===== src/rtl/uart_rx_frame_if.sv =====
// uart_rx_frame_if: serial input, frame config and received-word outputs
// of the UART receive framer.
// Ports: RX_IN, PRESCALE, PAR_EN, PAR_TYP (to receiver);
//        P_DATA, DATA_VALID, PAR_ERR, STP_ERR (from receiver).
interface uart_rx_frame_if #(
    parameter int DATA_WIDTH = 8
);
    logic                  RX_IN;
    logic [5:0]            PRESCALE;
    logic                  PAR_EN;
    logic                  PAR_TYP;
    logic [DATA_WIDTH-1:0] P_DATA;
    logic                  DATA_VALID;
    logic                  PAR_ERR;
    logic                  STP_ERR;

    modport master (
        output RX_IN, PRESCALE, PAR_EN, PAR_TYP,
        input  P_DATA, DATA_VALID, PAR_ERR, STP_ERR
    );

    modport slave (
        input  RX_IN, PRESCALE, PAR_EN, PAR_TYP,
        output P_DATA, DATA_VALID, PAR_ERR, STP_ERR
    );
endinterface


===== src/rtl/uart_rx_frame.sv =====
// uart_rx_frame: oversampling UART receiver; start detect, LSB-first
// deserialisation, optional parity (0 even / 1 odd) and stop check.
// Ports: CLK, RST (async active-low), bus (uart_rx_frame_if.slave).
// Build option: UART_RX_MAJORITY_VOTE_EN -> 2-of-3 vote per bit.
module uart_rx_frame #(
    parameter int DATA_WIDTH = 8
) (
    input logic            CLK,
    input logic            RST,
    uart_rx_frame_if.slave bus
);
    typedef enum logic [2:0] {
        S_IDLE, S_START, S_DATA, S_PARITY, S_STOP
    } state_t;

    state_t                r_state;
    logic [1:0]            r_sync;
    logic [5:0]            r_edge_cnt;
    logic [3:0]            r_bit_cnt;
    logic [DATA_WIDTH-1:0] r_shift;
    logic [5:0]            r_presc;
    logic                  r_par_en;
    logic                  r_par_typ;
    logic                  r_par_bad;
    logic [DATA_WIDTH-1:0] r_p_data;
    logic                  r_dv;
    logic                  r_pe;
    logic                  r_se;

    logic                  w_rx;
    logic [5:0]            w_half;
    logic                  w_dec;
    logic                  w_last;
    logic                  w_bit;
    logic                  w_par_exp;

    assign w_rx      = r_sync[1];
    assign w_half    = {1'b0, r_presc[5:1]};
    assign w_dec     = (r_edge_cnt == w_half);
    assign w_last    = (r_edge_cnt == 6'(r_presc - 6'd1));
    assign w_par_exp = r_par_typ ? ~^r_shift : ^r_shift;

`ifdef UART_RX_MAJORITY_VOTE_EN
    logic r_s0;
    logic r_s1;

    // The two samples leading up to the decision point.
    always_ff @(posedge CLK or negedge RST) begin
        if (!RST) begin
            r_s0 <= 1'b1;
            r_s1 <= 1'b1;
        end else begin
            if (r_edge_cnt == 6'(w_half - 6'd2)) r_s0 <= w_rx;
            if (r_edge_cnt == 6'(w_half - 6'd1)) r_s1 <= w_rx;
        end
    end

    assign w_bit = (r_s0 & r_s1) | (r_s0 & w_rx) | (r_s1 & w_rx);
`else
    assign w_bit = w_rx;
`endif

    always_ff @(posedge CLK or negedge RST) begin
        if (!RST) r_sync <= 2'b11;
        else      r_sync <= {r_sync[0], bus.RX_IN};
    end

    always_ff @(posedge CLK or negedge RST) begin
        if (!RST) begin
            r_state    <= S_IDLE;
            r_edge_cnt <= '0;
            r_bit_cnt  <= '0;
            r_shift    <= '0;
            r_presc    <= '0;
            r_par_en   <= 1'b0;
            r_par_typ  <= 1'b0;
            r_par_bad  <= 1'b0;
            r_p_data   <= '0;
            r_dv       <= 1'b0;
            r_pe       <= 1'b0;
            r_se       <= 1'b0;
        end else begin
            r_dv <= 1'b0;
            r_pe <= 1'b0;
            r_se <= 1'b0;
            unique case (r_state)
                S_IDLE: begin
                    r_edge_cnt <= '0;
                    r_bit_cnt  <= '0;
                    if (!w_rx) begin
                        r_state   <= S_START;
                        r_presc   <= bus.PRESCALE;
                        r_par_en  <= bus.PAR_EN;
                        r_par_typ <= bus.PAR_TYP;
                        r_par_bad <= 1'b0;
                    end
                end
                S_START: begin
                    if (w_dec && w_bit) begin
                        r_state    <= S_IDLE;
                        r_edge_cnt <= '0;
                    end else if (w_last) begin
                        r_state    <= S_DATA;
                        r_edge_cnt <= '0;
                    end else begin
                        r_edge_cnt <= 6'(r_edge_cnt + 6'd1);
                    end
                end
                S_DATA: begin
                    // Shift in at the MSB so the first bit ends at the LSB.
                    if (w_dec) r_shift <= {w_bit, r_shift[DATA_WIDTH-1:1]};
                    if (w_last) begin
                        r_edge_cnt <= '0;
                        if (r_bit_cnt == 4'(DATA_WIDTH - 1)) begin
                            r_bit_cnt <= '0;
                            r_state   <= r_par_en ? S_PARITY : S_STOP;
                        end else begin
                            r_bit_cnt <= 4'(r_bit_cnt + 4'd1);
                        end
                    end else begin
                        r_edge_cnt <= 6'(r_edge_cnt + 6'd1);
                    end
                end
                S_PARITY: begin
                    if (w_dec) r_par_bad <= (w_bit != w_par_exp);
                    if (w_last) begin
                        r_edge_cnt <= '0;
                        r_state    <= S_STOP;
                    end else begin
                        r_edge_cnt <= 6'(r_edge_cnt + 6'd1);
                    end
                end
                S_STOP: begin
                    // Leave at mid stop bit so an immediate start is caught.
                    if (w_dec) begin
                        r_state    <= S_IDLE;
                        r_edge_cnt <= '0;
                        r_se       <= ~w_bit;
                        r_pe       <= r_par_bad;
                        if (w_bit && !r_par_bad) begin
                            r_dv     <= 1'b1;
                            r_p_data <= r_shift;
                        end
                    end else begin
                        r_edge_cnt <= 6'(r_edge_cnt + 6'd1);
                    end
                end
                default: begin
                    r_state    <= S_IDLE;
                    r_edge_cnt <= '0;
                end
            endcase
        end
    end

    assign bus.P_DATA     = r_p_data;
    assign bus.DATA_VALID = r_dv;
    assign bus.PAR_ERR    = r_pe;
    assign bus.STP_ERR    = r_se;
endmodule


===== src/flat_wrapper.sv =====
// flat-port wrapper written by rule: the top's interface ports become plain ports
module uart_rx_frame_flat 
#(
    parameter int DATA_WIDTH = 8
)
  (CLK, RST, bus_RX_IN, bus_PRESCALE, bus_PAR_EN, bus_PAR_TYP, bus_P_DATA, bus_DATA_VALID, bus_PAR_ERR, bus_STP_ERR);
  uart_rx_frame_if #(.DATA_WIDTH(DATA_WIDTH)) bus_i ();
  input logic CLK;
  input logic RST;
  input wire logic [$bits(bus_i.RX_IN)-1:0] bus_RX_IN;
  input wire logic [$bits(bus_i.PRESCALE)-1:0] bus_PRESCALE;
  input wire logic [$bits(bus_i.PAR_EN)-1:0] bus_PAR_EN;
  input wire logic [$bits(bus_i.PAR_TYP)-1:0] bus_PAR_TYP;
  output wire logic [$bits(bus_i.P_DATA)-1:0] bus_P_DATA;
  output wire logic [$bits(bus_i.DATA_VALID)-1:0] bus_DATA_VALID;
  output wire logic [$bits(bus_i.PAR_ERR)-1:0] bus_PAR_ERR;
  output wire logic [$bits(bus_i.STP_ERR)-1:0] bus_STP_ERR;
  assign bus_i.RX_IN = bus_RX_IN;
  assign bus_i.PRESCALE = bus_PRESCALE;
  assign bus_i.PAR_EN = bus_PAR_EN;
  assign bus_i.PAR_TYP = bus_PAR_TYP;
  assign bus_P_DATA = bus_i.P_DATA;
  assign bus_DATA_VALID = bus_i.DATA_VALID;
  assign bus_PAR_ERR = bus_i.PAR_ERR;
  assign bus_STP_ERR = bus_i.STP_ERR;
  uart_rx_frame #(.DATA_WIDTH(DATA_WIDTH)) u_core (.CLK(CLK), .RST(RST), .bus(bus_i));
endmodule

===== config.mk =====
export PLATFORM = sky130hd
export DESIGN_NAME = uart_rx_frame_flat
export DESIGN_NICKNAME = d
export VERILOG_FILES = /design/src/rtl/uart_rx_frame_if.sv /design/src/rtl/uart_rx_frame.sv /design/src/flat_wrapper.sv
export SDC_FILE = /design/constraint.sdc
export NUM_CORES = 1
export LEC_CHECK = 0
export ABC_AREA = 1
export ABC_CLOCK_PERIOD_IN_PS = 2100
export CORE_ASPECT_RATIO = 2
export CORE_MARGIN = 1.5
export CORE_UTILIZATION = 57
export DETAILED_ROUTE_END_ITERATION = 8
export PLACE_DENSITY_LB_ADDON = 0.25
export RECOVER_POWER = 25
export SYNTH_ARGS = -nofsm -noshare
export SYNTH_HDL_FRONTEND = slang
export SYNTH_SLANG_ARGS = --single-unit

===== constraint.sdc =====
create_clock -name CLK -period 2.1 [get_ports CLK]
set_input_delay 0.42 -clock CLK [delete_from_list [all_inputs] [get_ports CLK]]
set_output_delay 0.42 -clock CLK [all_outputs]
set_load 0.02 [all_outputs]

==> results of run 1 <==
## stage by stage
stage	instance area, um2	util	setup WS, ns
5_1_grt	2620	0.682	0.0617
6_report	2620	0.682	0.245
3_3_place_gp	2530	0.659	0.316
2_1_floorplan	2280	-	0.436
4_1_cts	2620	0.682	0.229
3_5_place_dp	2530	0.659	0.235
## cell usage after synthesis, types with 2 or more instances
| library cell | instances | area share |
|---|---|---|
| nor2_2 | 4 | 0.011 |
| xnor2_1 | 7 | 0.027 |
| inv_1 | 32 | 0.053 |
| nor2_1 | 21 | 0.035 |
| o21ai_1 | 7 | 0.015 |
| o21ai_2 | 7 | 0.027 |
| buf_2 | 2 | 0.0044 |
| a21oi_1 | 3 | 0.0066 |
| buf_6 | 2 | 0.0099 |
| ha_1 | 3 | 0.016 |
| xor2_1 | 6 | 0.023 |
| o21ai_0 | 7 | 0.015 |
| nand2_1 | 90 | 0.15 |
| dfstp_2 | 2 | 0.023 |
| dfrtp_1 | 41 | 0.45 |
| inv_2 | 4 | 0.0066 |
| nand2_2 | 3 | 0.0082 |
| nand4_1 | 5 | 0.014 |
| nor3_1 | 3 | 0.0066 |
| nand3_1 | 21 | 0.046 |
## power breakdown
group,total (mW),leakage [nW],switching (mW),internal [mW]
combinational,1.24,0.639,0.805,0.437
sequential,1.15,0.574,0.169,0.985
clock,0.540,0.0482,0.274,0.265
total,2.94,1.26,1.25,1.69
## path summary, 6_finish.rpt
check	startpoint	endpoint	slack, ns	cells after the start
worst max-delay path	u_core.r_presc[0]$_DFFE_PN0P_	u_core.r_edge_cnt[1]$_DFF_PN0_	0.24	9
worst min-delay path	u_core.r_sync[0]$_DFF_PN1_	u_core.r_sync[1]$_DFF_PN1_	0.37	0
worst max register to register	u_core.r_presc[0]$_DFFE_PN0P_	u_core.r_edge_cnt[1]$_DFF_PN0_	0.24	9
worst min register to register	u_core.r_sync[0]$_DFF_PN1_	u_core.r_sync[1]$_DFF_PN1_	0.37	0
max in group asynchronous	RST	u_core.r_bit_cnt[3]$_DFFE_PN0P_	1.08	2
min in group asynchronous	RST	u_core.bus.DATA_VALID$_DFF_PN0_	0.38	2
## registers in the layout, indices dropped and copies added (netlist names), 2 cells and up
| name | count |
|---|---|
| u_core.bus.P_DATA | 8 |
| u_core.r_shift | 8 |
| u_core.r_edge_cnt | 6 |
| u_core.r_presc | 6 |
| u_core.r_bit_cnt | 4 |
| u_core.r_state | 3 |
| u_core.r_sync | 2 |
## final cells by class
type                            instances  area [um2]
Inverter                               37         140
Fill cell                             330        1220
Multi-Input combinational cell        197        1030
Sequential cell                        43        1080
Tap cell                               51        63.8
Timing Repair Buffer                   23         218
Clock buffer                            7        86.3
Clock inverter                          1        5.00
## routing by layer
metal,wire length (um),up-vias,GRT usage
met1,1720,857,0.235
met5,0,-,0
met3,118,9,0.0448
met2,2600,32,0.422
li1,-,929,-
met4,113,0,0.101
## worst reg2reg max path: stages (launching register included)
cell and delay (ns):
dfrtp_1 0.38, inv_1 0.14, ha_1 0.26, xnor2_1 0.13
nor2_1 0.09, nand2_1 0.06, nor2_1 0.17, nand3_1 0.16
a21boi_2 0.29, nor2_1 0.08
## cell usage in the layout (no fill, tap or decap)
cell | Yosys | routed
dlygate4sd3_1 | 0 | 1
nor2_1 | 21 | 21
a21boi_2 | 1 | 1
inv_2 | 4 | 4
nand3_4 | 1 | 1
clkdlybuf4s50_1 | 0 | 19
clkbuf_8 | 0 | 6
clkbuf_1 | 0 | 1
clkbuf_2 | 0 | 1
buf_4 | 0 | 1
nand2_2 | 3 | 3
nand2_1 | 90 | 90
nor3_4 | 1 | 1
nand3_1 | 21 | 21
a21oi_1 | 3 | 3
xnor2_1 | 7 | 7
o211ai_1 | 1 | 1
inv_1 | 32 | 32
nand4_1 | 5 | 5
nor3b_1 | 1 | 1
buf_2 | 2 | 1
o21ai_2 | 7 | 7
clkinv_2 | 1 | 2
nor2_2 | 4 | 4
o21ai_0 | 7 | 7
or2_2 | 1 | 1
nand4_2 | 1 | 1
nand3b_1 | 1 | 1
dfrtp_1 | 41 | 41
o21ai_1 | 7 | 7
nor3_1 | 3 | 3
ha_1 | 3 | 3
nand4_4 | 1 | 1
nor2_4 | 1 | 1
xor2_1 | 6 | 6
dfstp_2 | 2 | 2
## logic make-up (layout without fill, tap and decap cells)
kind of cell	Yosys count	after routing	synth area share
adders and majority gates	3	3	0.0165
buffers and inverters	41	68	0.0757
and+or+nand+nor	155	155	0.312
xor gates and xnor gates	13	13	0.0499
AOI/OAI and AO/OA	26	26	0.0724
DFF	43	43	0.473
==> reports/qor.txt, run 1 <==
Status - completed
Cell Area, Synth - 2280 um2
Final setup vio count - 0
Post_cts resized - 0
Tot Pwr - 2.94 mW
Clk_lat worst skew - 0.30 ns
Ys Warns - 0
CTS tree - yes
CP delay by family, top - simple AND/OR/NAND/NOR gates
Crit-path slowest cell - dfrtp_1
Critical Path AT - 2.04 ns
Clock Sinks - 43
DRC Markers - 0
CP peak stage delay - 0.38 ns
Rows - 32
Cell mode on critical path - nor2_1
WL final - 4550 um
Clk pin slew, worst setup/hold paths - 0.08 ns
DR vias/cell - 5.09
Slew Viols, Final - 0
Number of synthesized flops with an enable pin - 0
Final Cycle Share - 0.883
First-pass GRT wire length - 7370 um
Area Growth Syn to Fin - 14.9%
IO Port Bufs - 21
#FFs+latches synth - 43
Die Area - 4410 um2
CTS buffer count - 5
Tmin final - 1.86 ns
Worst-Margin Slew - 1.04 ns
Num ports - 22
Max Clock Freq - 0.539 GHz
Routed WL per cell - 12.7 um
Crit path cell chain - inv_1 -> ha_1 -> xnor2_1 -> nor2_1 -> nand2_1 -> nor2_1 -> nand3_1 -> a21boi_2 -> nor2_1
Power Density - 1120 nW/um2
Largest net degree at the start of global routing - 44
Worst Path Buf+Inv - 1
Most common flop cell mapped by yosys - dfrtp_1
RSZ-0062 raised after global routing - no
Initial DRT Pass Iterations - 5
Worst rel slew slack - 0.309
# hold bufs at CTS - 0
Fin. Hold Viols - 0
CORE AREA - 3840 um2
Ratio of cells with drive above 1 in the final layout - 0.123
Synth Net Count - 295
Worst Path Class, Setup - reg2reg
Post-synthesis cell count - 281
Hold Slack - 0.367 ns
Synth async-reset ratio - 1.00
CTS max path bufs - 2
Crit start category - flop
Crit path required time - 2.29 ns
Total congestion overflow - 0
Max Cap Viol - 0
Critical Path Sink Type - flop
Initial antenna violation count - 0
Root buf cell - clkbuf_8
Antenna diode count - 0
GRT Overall Usage - 0.234
Post-detail-place hpwl - 3480 um
Leakage power figure - 1.26 nW
H-tree Lvls - 2
Antenna-violating nets left - 0
Max IR drop VDD - 0.000784 V
DR iter-0 viols - 48
Register area share after synthesis - 0.473
Die Y - 92.4 um
Setup TNS - 0 ns
Starting Density - 0.593
Syn avg cell area - 8.11 um2
Setup repair bufs after CTS - 0
Routed vias - 1827
Fin nets - 321
Min-delay worst type - reg2reg
Netlist cell types - 31
Final std cells w/o fill - 359
Vias in the first global route - 1790
Placer congestion estimate - 0.815
Placed cell count - 351
Crit Path Max Fanout - 6
Setup Skew - 0.00823 ns
Die extent in x - 47.7 um
(Power assumes the default switching activity.)
==> run 2: changes to the inputs <==
--- a/config.mk
+++ b/config.mk
@@ -6,13 +6,13 @@
 export NUM_CORES = 1
 export LEC_CHECK = 0
 export ABC_AREA = 1
-export ABC_CLOCK_PERIOD_IN_PS = 2100
 export CORE_ASPECT_RATIO = 2
 export CORE_MARGIN = 1.5
 export CORE_UTILIZATION = 57
 export DETAILED_ROUTE_END_ITERATION = 8
 export PLACE_DENSITY_LB_ADDON = 0.25
 export RECOVER_POWER = 25
+export SLEW_MARGIN = 40
 export SYNTH_ARGS = -nofsm -noshare
 export SYNTH_HDL_FRONTEND = slang
 export SYNTH_SLANG_ARGS = --single-unit
==> results of run 2 <==
The final DEF is identical to that of run 1; final timing and power are the same.
==> run 3: changes to the inputs <==
--- a/config.mk
+++ b/config.mk
@@ -8,7 +8,7 @@
 export ABC_AREA = 1
 export CORE_ASPECT_RATIO = 2
 export CORE_MARGIN = 1.5
-export CORE_UTILIZATION = 57
+export CORE_UTILIZATION = 51
 export DETAILED_ROUTE_END_ITERATION = 8
 export PLACE_DENSITY_LB_ADDON = 0.25
 export RECOVER_POWER = 25
==> constraint.sdc (replaced) <==
create_clock -name CLK -period 1.7 [get_ports CLK]
set_input_delay 0.34 -clock CLK [delete_from_list [all_inputs] [get_ports CLK]]
set_output_delay 0.34 -clock CLK [all_outputs]
set_load 0.02 [all_outputs]
==> reports/qor.txt, run 3 (same netlist as run 1, synthesis figures left out) <==
Final Cell Area - 2780 um2
Global route hottest layer - met2
Vias in the first global route - 1858
Critical Path AT - 1.84 ns
Slew Viols, Final - 0
First-pass GRT wire length - 7820 um
Max Cap Viol - 0
DR vias/cell - 4.99
Worst Path Class, Setup - reg2reg
Antenna diode count - 0
Crit path cell chain - inv_2 -> ha_4 -> xnor2_1 -> nor2_1 -> nand2_2 -> nor2_4 -> nand3_4 -> a21boi_4 -> nor2_1
R2R Path End - u_core.r_edge_cnt[1]$_DFF_PN0_
Cell mode on critical path - nor2_1
Crit start category - flop
Worst-Margin Slew - 1.03 ns
RSZ-0062 raised after global routing - yes
CORE AREA - 4340 um2
Setup TNS - 0 ns
Antenna-violating nets left - 0
Area Growth Syn to Fin - 22.0%
Place WS - -0.0787 ns
Initial antenna violation count - 0
Rows - 34
Hold Slack - 0.299 ns
Max IR drop VDD - 0.000843 V
Max Clock Freq - 0.602 GHz
DR iter-0 viols - 38
Ratio of cells with drive above 1 in the final layout - 0.185
Final std cells w/o fill - 373
Largest net degree at the start of global routing - 44
Clk_lat worst skew - 0.29 ns
CP peak stage delay - 0.39 ns
IO Port Bufs - 21
Root buf cell - clkbuf_8
Status - completed
Routed WL per cell - 12.5 um
CTS tree - yes
GRT Overall Usage - 0.211
Power Density - 1410 nW/um2
Die Area - 4900 um2
Total congestion overflow - 0
Worst rel slew slack - 0.315
WL final - 4660 um
Num ports - 22
Most frequent cells in the layout - nand2_1, dfrtp_1, inv_1
Commonest non-fill, non-tap cell in the layout - nand2_1
Tmin final - 1.66 ns
Reg2reg path depth - 9
Met1 Use GR - 0.202
Initial DRT Pass Iterations - 4
Placed inst area - 2600 um2
Die Y - 97.6 um
Routed vias - 1862
Die extent in x - 50.3 um
Min-delay worst type - in2async
Fin nets - 332
Post-detail-place hpwl - 3620 um
Crit Path Max Fanout - 6
Setup Skew - 0.00550 ns
Launch point of the worst reg-to-reg path - u_core.r_presc[0]$_DFFE_PN0P_
Met3 usage - 0.0338
Clk pin slew, worst setup/hold paths - 0.08 ns
Crit path required time - 1.88 ns
Fillers - 386
Critical Path Sink Type - flop
Clock Sinks - 43
Fin. Hold Viols - 0
DRC Markers - 0
Setup ws final - 0.0393 ns
H-tree Lvls - 2
Met2 Track Usage GR - 0.395
CTS max path bufs - 2
Final Cycle Share - 0.977
Final setup vio count - 0
Leakage power figure - 1.32 nW
Starting Density - 0.525
Placed cell count - 363
Placer congestion estimate - 0.803
Crit-path slowest cell - dfrtp_1
R2r setup slk - 0.04 ns
CTS buffer count - 5
-- run 3: worst max path at each step --
stage / from / end / slack [ns] / cells past startpoint
2_1_floorplan: u_core.r_presc[0]$_DFFE_PN0P_ / u_core.r_edge_cnt[0]$_DFF_PN0_ / 0.04 / 9
3_3_place_gp: u_core.r_presc[0]$_DFFE_PN0P_ / u_core.r_edge_cnt[0]$_DFF_PN0_ / -0.02 / 9
3_5_place_dp: u_core.r_presc[0]$_DFFE_PN0P_ / u_core.r_edge_cnt[1]$_DFF_PN0_ / -0.08 / 9
4_1_cts: u_core.r_presc[0]$_DFFE_PN0P_ / u_core.r_edge_cnt[1]$_DFF_PN0_ / -0.02 / 9
5_1_grt: u_core.r_presc[0]$_DFFE_PN0P_ / u_core.r_edge_cnt[5]$_DFF_PN0_ / -0.06 / 9
6_report: u_core.r_presc[0]$_DFFE_PN0P_ / u_core.r_edge_cnt[1]$_DFF_PN0_ / 0.04 / 9
-- run 3: power breakdown --
group | internal [mW] | switching, mW
Combinational | 0.735 | 1.15
Clock | 0.288 | 0.319
Sequential | 1.22 | 0.210
Total | 2.24 | 1.68
-- run 3: worst max-delay path: cells and delay by family (launching register included) --
kind            cells  cell delay, ns
simple gates        5            0.53
flops               1            0.39
compound gates      1            0.22
fa+ha+maj           1            0.20
xor+xnor            1            0.11
buf+inv             1            0.08
-- run 3: area by class of cell --
type	instances	area (um2)	share of cell area
multi-input cells	197	1110	0.400
flip-flops and latches	43	1080	0.388
repair buffers	34	300	0.108
inverters	37	140	0.0504
clock buffers	7	76.3	0.0274
well taps	54	67.6	0.0243
clock inverters	1	5.00	0.00180
-- run 3: per-layer routing --
layer / vias up / part of all wire / wire [um]
met4: 0 / 0.050 / 231
met3: 13 / 0.025 / 117
met1: 858 / 0.37 / 1730
met5: - / 0 / 0
met2: 34 / 0.55 / 2580
li1: 957 / - / -
-- run 3: what timing repair did --
action / in CTS / in global routing
resized for setup: 4 / 15
hold buffers: 0 / 0
setup endpoints to repair: 12 / 20
pin swaps: 3 / 5
setup buffers: 0 / 2
-- run 3: stage by stage --
stage,total power [mW],utilization
3_3_place_gp,3.04,0.600
4_1_cts,3.75,0.623
5_1_grt,4.22,0.641
2_1_floorplan,2.61,-
3_5_place_dp,3.09,0.600
6_report,3.92,0.641
